$ cat src/rtl/rf_alu_exec.sv
// Execute unit: register file, ALU, shifter and iterative multiplier behind a
// valid/ready issue handshake, with registered result and PSR flags.
module rf_alu_exec #(
   parameter int WIDTH   = 16,
   parameter int REGBITS = 4,
   parameter int SHBITS  = $clog2(WIDTH) + 1
) (
   input  logic               clk,
   input  logic               reset,
   input  logic               issue_valid,
   output logic               issue_ready,
   input  logic [3:0]         op,
   input  logic [REGBITS-1:0] rdest,
   input  logic [REGBITS-1:0] rsrc,
   input  logic               use_imm,
   input  logic [WIDTH-1:0]   imm,
   input  logic               write_en,
   output logic [WIDTH-1:0]   result,
   output logic               result_valid,
   output logic [7:0]         psr,
   input  logic [REGBITS-1:0] dbg_addr,
   output logic [WIDTH-1:0]   dbg_data
);

   localparam logic [3:0] OP_AND = 4'd0;
   localparam logic [3:0] OP_OR  = 4'd1;
   localparam logic [3:0] OP_XOR = 4'd2;
   localparam logic [3:0] OP_ADD = 4'd3;
   localparam logic [3:0] OP_SUB = 4'd4;
   localparam logic [3:0] OP_CMP = 4'd5;
   localparam logic [3:0] OP_MOV = 4'd6;
   localparam logic [3:0] OP_LSH = 4'd7;
   localparam logic [3:0] OP_ASH = 4'd8;
   localparam logic [3:0] OP_MUL = 4'd9;
   localparam logic [3:0] OP_LUI = 4'd10;

   localparam int CNTW = $clog2(WIDTH) + 1;
   localparam logic [SHBITS-1:0] WIDTH_S = SHBITS'(WIDTH);

   typedef enum logic {IDLE, BUSY} stateE;
   stateE state, stateNext;

   logic [WIDTH-1:0] regFile [2**REGBITS];
   logic [WIDTH-1:0] opA, opB;
   logic signed [WIDTH-1:0] opASigned;
   logic             accept;

   logic [WIDTH-1:0]  aluResult;
   logic              writesRf;
   logic [WIDTH:0]    addFull;
   logic [WIDTH-1:0]  subDiff;
   logic              addOvf, subOvf;

   logic [SHBITS-1:0] shAmt, shMag;
   logic              shRight, shOver;
   logic [WIDTH-1:0]  shlVal, lshrVal, ashrVal, ashrRaw;

   logic [WIDTH-1:0]   mulA, mulB, mulAcc, mulFinal;
   logic [CNTW-1:0]    mulCount;
   logic [REGBITS-1:0] mulDest;
   logic               mulWe, mulDone;

   logic flagC, flagL, flagF, flagZ, flagN;

   assign issue_ready = (state == IDLE);
   assign accept      = issue_valid && issue_ready;
   assign opA         = regFile[rdest];
   assign opB         = use_imm ? imm : regFile[rsrc];
   assign opASigned   = opA;
   assign dbg_data    = regFile[dbg_addr];
   assign psr         = {flagN, flagZ, flagF, 2'b00, flagL, 1'b0, flagC};

   assign mulFinal = mulAcc + (mulB[0] ? mulA : '0);
   assign mulDone  = (mulCount == CNTW'(1));

   always_comb begin
      shAmt   = opB[SHBITS-1:0];
      shRight = shAmt[SHBITS-1];
      shMag   = shRight ? (~shAmt) + SHBITS'(1) : shAmt;
      shOver  = (shMag >= WIDTH_S);
      // Kept apart from the ternary so the shift stays in signed context
      ashrRaw = opASigned >>> shMag;
      shlVal  = shOver ? '0 : (opA << shMag);
      lshrVal = shOver ? '0 : (opA >> shMag);
      ashrVal = shOver ? {WIDTH{opA[WIDTH-1]}} : ashrRaw;
   end

   always_comb begin
      addFull = {1'b0, opA} + {1'b0, opB};
      subDiff = opA - opB;
      addOvf  = (opA[WIDTH-1] == opB[WIDTH-1]) && (addFull[WIDTH-1] != opA[WIDTH-1]);
      subOvf  = (opA[WIDTH-1] != opB[WIDTH-1]) && (subDiff[WIDTH-1] != opA[WIDTH-1]);
   end

   always_comb begin
      aluResult = '0;
      writesRf  = 1'b1;
      case (op)
         OP_AND: aluResult = opA & opB;
         OP_OR:  aluResult = opA | opB;
         OP_XOR: aluResult = opA ^ opB;
         OP_ADD: aluResult = addFull[WIDTH-1:0];
         OP_SUB: aluResult = subDiff;
         OP_MOV: aluResult = opB;
         OP_LSH: aluResult = shRight ? lshrVal : shlVal;
         OP_ASH: aluResult = shRight ? ashrVal : shlVal;
         OP_LUI: aluResult = opB << (WIDTH / 2);
         OP_MUL: aluResult = '0;
         default: writesRf = 1'b0;
      endcase
   end

   always_comb begin
      stateNext = state;
      case (state)
         IDLE: if (accept && op == OP_MUL) stateNext = BUSY;
         BUSY: if (mulDone) stateNext = IDLE;
         default: stateNext = IDLE;
      endcase
   end

   always_ff @(posedge clk) begin
      if (reset) begin
         state        <= IDLE;
         for (int unsigned i = 0; i < 2**REGBITS; i++) regFile[i] <= '0;
         result       <= '0;
         result_valid <= 1'b0;
         {flagC, flagL, flagF, flagZ, flagN} <= '0;
         mulA     <= '0;
         mulB     <= '0;
         mulAcc   <= '0;
         mulCount <= '0;
         mulDest  <= '0;
         mulWe    <= 1'b0;
      end else begin
         state        <= stateNext;
         result_valid <= 1'b0;
         if (state == IDLE && accept) begin
            if (op == OP_MUL) begin
               mulA     <= opA;
               mulB     <= opB;
               mulAcc   <= '0;
               mulCount <= CNTW'(WIDTH);
               mulDest  <= rdest;
               mulWe    <= write_en;
            end else begin
               result       <= aluResult;
               result_valid <= 1'b1;
               if (write_en && writesRf) regFile[rdest] <= aluResult;
               case (op)
                  OP_ADD: begin
                     flagC <= addFull[WIDTH];
                     flagF <= addOvf;
                  end
                  OP_SUB: begin
                     flagC <= (opA < opB);
                     flagF <= subOvf;
                  end
                  OP_CMP: begin
                     flagZ <= (opA == opB);
                     flagN <= ($signed(opA) < $signed(opB));
                     flagL <= (opA < opB);
                  end
                  default: ;
               endcase
            end
         end else if (state == BUSY) begin
            // Shift-add: the last step's sum goes straight to result/RF
            mulAcc   <= mulFinal;
            mulA     <= mulA << 1;
            mulB     <= mulB >> 1;
            mulCount <= mulCount - CNTW'(1);
            if (mulDone) begin
               result       <= mulFinal;
               result_valid <= 1'b1;
               if (mulWe) regFile[mulDest] <= mulFinal;
            end
         end
      end
   end

endmodule

$ cat config.mk
export PLATFORM = sky130hd
export DESIGN_NAME = rf_alu_exec
export DESIGN_NICKNAME = d
export VERILOG_FILES = /design/src/rtl/rf_alu_exec.sv
export SDC_FILE = /design/constraint.sdc
export NUM_CORES = 1
export LEC_CHECK = 0
export BUFFER_PORTS_ARGS = -buffer_cell sky130_fd_sc_hd__buf_4
export CAP_MARGIN = 30
export CORE_ASPECT_RATIO = 0.9
export CORE_MARGIN = 3
export CORE_UTILIZATION = 45
export DETAILED_ROUTE_END_ITERATION = 7
export GPL_ROUTABILITY_DRIVEN = 1
export SYNTH_ARGS = -nofsm -noshare
export SYNTH_HDL_FRONTEND = slang
export SYNTH_SLANG_ARGS = --single-unit
$ cat constraint.sdc
create_clock -name clk -period 17.72 [get_ports clk]
set_input_delay 3.544 -clock clk [delete_from_list [all_inputs] [get_ports clk]]
set_output_delay 3.544 -clock clk [all_outputs]
set_load 0.02 [all_outputs]
==> metrics.yaml <==
run_status:
  status: "completed"
logic_synthesis:
  syn_avg_cell_area_um2: 11.1
  synthArstFlopShare_pct: 0
  synth_area_um2: 24400
  synth_edf_count: 256
  synth_top_area_share_pct: 31.6
  synthCells: 2191
  synth_top_cell_by_area: "edfxtp_1"
  synth_warnings: 0
  synth.distinct_cells: 100
  ys_seq_elements: 337
  yosysSeqAreaShare_pct: 38.2
  ys.flop_type: "edfxtp_1"
  synthTopCellsByArea: "edfxtp_1 32%, mux4_2 22%, dfxtp_1 6.7%, nor2_1 5.8%, ha_1 3.4%"
clocking:
  cts_resized: 0
  clk_pin_slew_ns: 0.06
  cts_hold_buf: 0
  cts_tree: "done"
  insertion_delay_ns: 0.58
  clock-sinks: 337
  clock-root-buffer: "clkbuf_16"
  cts_buffers: 40
  ctsHtreeMaxLevel: 2
  cts.path.max_buffers: 3
  post_cts_buffers: 0
worst_setup_path:
  path_class: "input pin to flop"
  worst_setup_path_start_kind: "input pin"
  r2r_slack_ns: 11.61
  worstPathArrival_ns: 10.33
  end_kind: "flop"
  critPathRequiredTime_ns: 18.01
  crit_fanout: 46
pwr:
  cellLeakagePower_uw: 0.00962
  power_density_nw_per_um2: 89.6
  vdd_drop_max_uv: 61.5
  finalPower_uw: 2390
floorplan:
  num_rows: 80
  die_w_um: 251
  die_h_um: 227
  start_util_pct: 45.7
  dieArea_um2: 57000
  io_pins: 79
  core_area_um2: 53300
route:
  ant_nets: 0
  drt_iter0_drc: 3166
  vias: 20500
  detail_route.vias_per_cell: 6.98
  wl_per_cell_um: 31.9
  drt_first_pass_iters: 8
  routed_wl_mm: 93.3
  drc_errors: 0
cells_and_area:
  fillCellCount: 4768
  antenna_cells: 0
  area_growth_syn_to_layout_pct: 9.66
  drive_gt1_share_pct: 23.8
  final_nets: 2308
job:
  maxCapViolCount: 0
grt:
  grt_max_degree: 76
  track_usage_pct: 32.7
  overflow: 0
  grt_pass1_vias: 19400
  antenna_found_initial: 1
  grt_pass1_wl_mm: 135
timing:
  hold_viol: 0
  skew_ns: 0.0212
  rsz0062_at_grt: "no"
  hold_ws_ns: 0.449
  fmax_mhz: 99.6
  fin_crit_sh_pct: 56.7
  finalCriticalPeriod_ns: 10.04
  finalSetupTns_ns: 0
  worstMarginPinSlew_ns: 1.01
  setup_viol: 0
  slew_headroom_pct: 31.9
  drv_slew: 0
placed_design:
  gp_congestion: 0.962
  io_buffers: 75
  dpl.hpwl_mm: 63.4
worst_hold_path:
  hp-class: "flop to flop"
## where the power goes
part / internal [µW] / switching, µW / leakage [µW]
registers: 876 / 22.9 / 0.00331
logic: 240 / 449 / 0.00568
clock network: 466 / 338 / 0.000628
total: 1580 / 810 / 0.00962
## cells in the final DEF, fill, tap and decap left out, drive strengths merged, types with 16 or more instances in the layout
master / n
nor2: 400
edfxtp: 256
mux4: 233
nand2: 180
buf: 150
a21oi: 94
mux2i: 88
dfxtp: 81
o21ai: 73
ha: 67
inv: 62
clkbuf: 55
nand3: 37
nor3: 30
a311oi: 23
and2: 23
a31oi: 23
o211ai: 22
a211oi: 21
xnor2: 21
nand2b: 20
nor2b: 20
clkinv: 19
o22ai: 16
a22oi: 16
## sequential cells by signal, indices dropped and copies added (netlist names)
register and count:
regFile 256, mulA 16, mulAcc 16, mulB 16
result 16, mulCount 5, mulDest 4, flagC 1
flagF 1, flagL 1, flagN 1, flagZ 1
mulWe 1, result_valid 1, state 1
## area by class of cell
cell class	count	area [µm²]	share of cell area [%]
Multi-Input combinational cell	1606	13800	51.5
Sequential cell	337	9310	34.9
Timing Repair Buffer	150	1240	4.63
Clock buffer	55	1140	4.26
Tap cell	697	872	3.27
Inverter	66	258	0.965
Clock inverter	17	130	0.487
## synthesized netlist by cell type (14+ instances only)
cell type,number
xnor2_1,19
a21oi_1,93
buf_4,24
a22oi_1,15
ha_1,67
nor2_1,379
o22ai_1,16
buf_1,14
o21ai_0,53
buf_6,20
dfxtp_1,81
clkbuf_1,88
inv_1,48
nand3_1,34
buf_2,32
o211ai_1,22
a311oi_1,23
o221ai_1,14
nor2b_1,20
mux4_2,233
edfxtp_1,256
nor2_2,21
and2_1,21
a31oi_1,21
a221oi_1,14
a21o_1,14
nand2b_1,20
nand2_1,180
nor3_1,30
mux2i_1,83
a211oi_1,20
## cells by family after synthesis
family,synth area share (%)
AOI/OAI and AO/OA,12.3
xor gates and xnor gates,1.03
muxes,25.6
buffers and inverters,5.42
other,0.0154
and+or+nand+nor,13.7
adders and majority gates,3.69
DFF,38.2
## path summary, 6_finish.rpt
kind / endpoint / from / cells after the start
setup / recovery: regFile[6][14]$_SDFFCE_PN0P_ / rsrc[1] / 21
hold / removal: mulB[13]$_SDFFE_PP0P_ / mulB[13]$_SDFFE_PP0P_ / 2
setup reg to reg: regFile[6][14]$_SDFFCE_PN0P_ / regFile[15][0]$_SDFFCE_PN0P_ / 19
hold reg to reg: mulB[13]$_SDFFE_PP0P_ / mulB[13]$_SDFFE_PP0P_ / 2
## critical path, stage by stage
cell	delay [ns]
buf_4	0.46
buf_4	0.72
mux2i_1	0.18
a22oi_1	0.26
a21o_1	0.23
nand3_4	0.43
inv_4	0.52
ha_1	0.27
inv_1	0.07
fa_1	0.46
o21bai_1	0.18
and4_1	0.24
nor4_1	0.09
o41ai_1	0.53
o22ai_1	0.25
o21ai_0	0.33
xnor2_1	0.15
a2111oi_0	0.45
o21ai_1	0.25
mux2i_4	0.49
nor2_1	0.09
## metrics by stage
| step | util, % | std cells | worst slack [ns] | cell area [µm²] |
|---|---|---|---|---|
| detailed placement | 47.7 | 2855 | 7.19 | 25400 |
| floorplan | - | 2193 | 8.61 | 24400 |
| global placement | 47.4 | 2847 | 7.38 | 25300 |
| global route | 50.2 | 2928 | 7.27 | 26700 |
| CTS | 50.1 | 2927 | 7.78 | 26700 |
| finish | 50.2 | 2928 | 7.68 | 26700 |
## metal layers
metal	part of all wire (%)	global-route usage (%)	wire length [µm]
met1	40	46.3	37200
met2	43	48.1	40000
met3	13	8.21	11700
met4	4.6	13.5	4290
met5	0.014	0	13
Note: power is estimated with default switching activity, not from simulation.
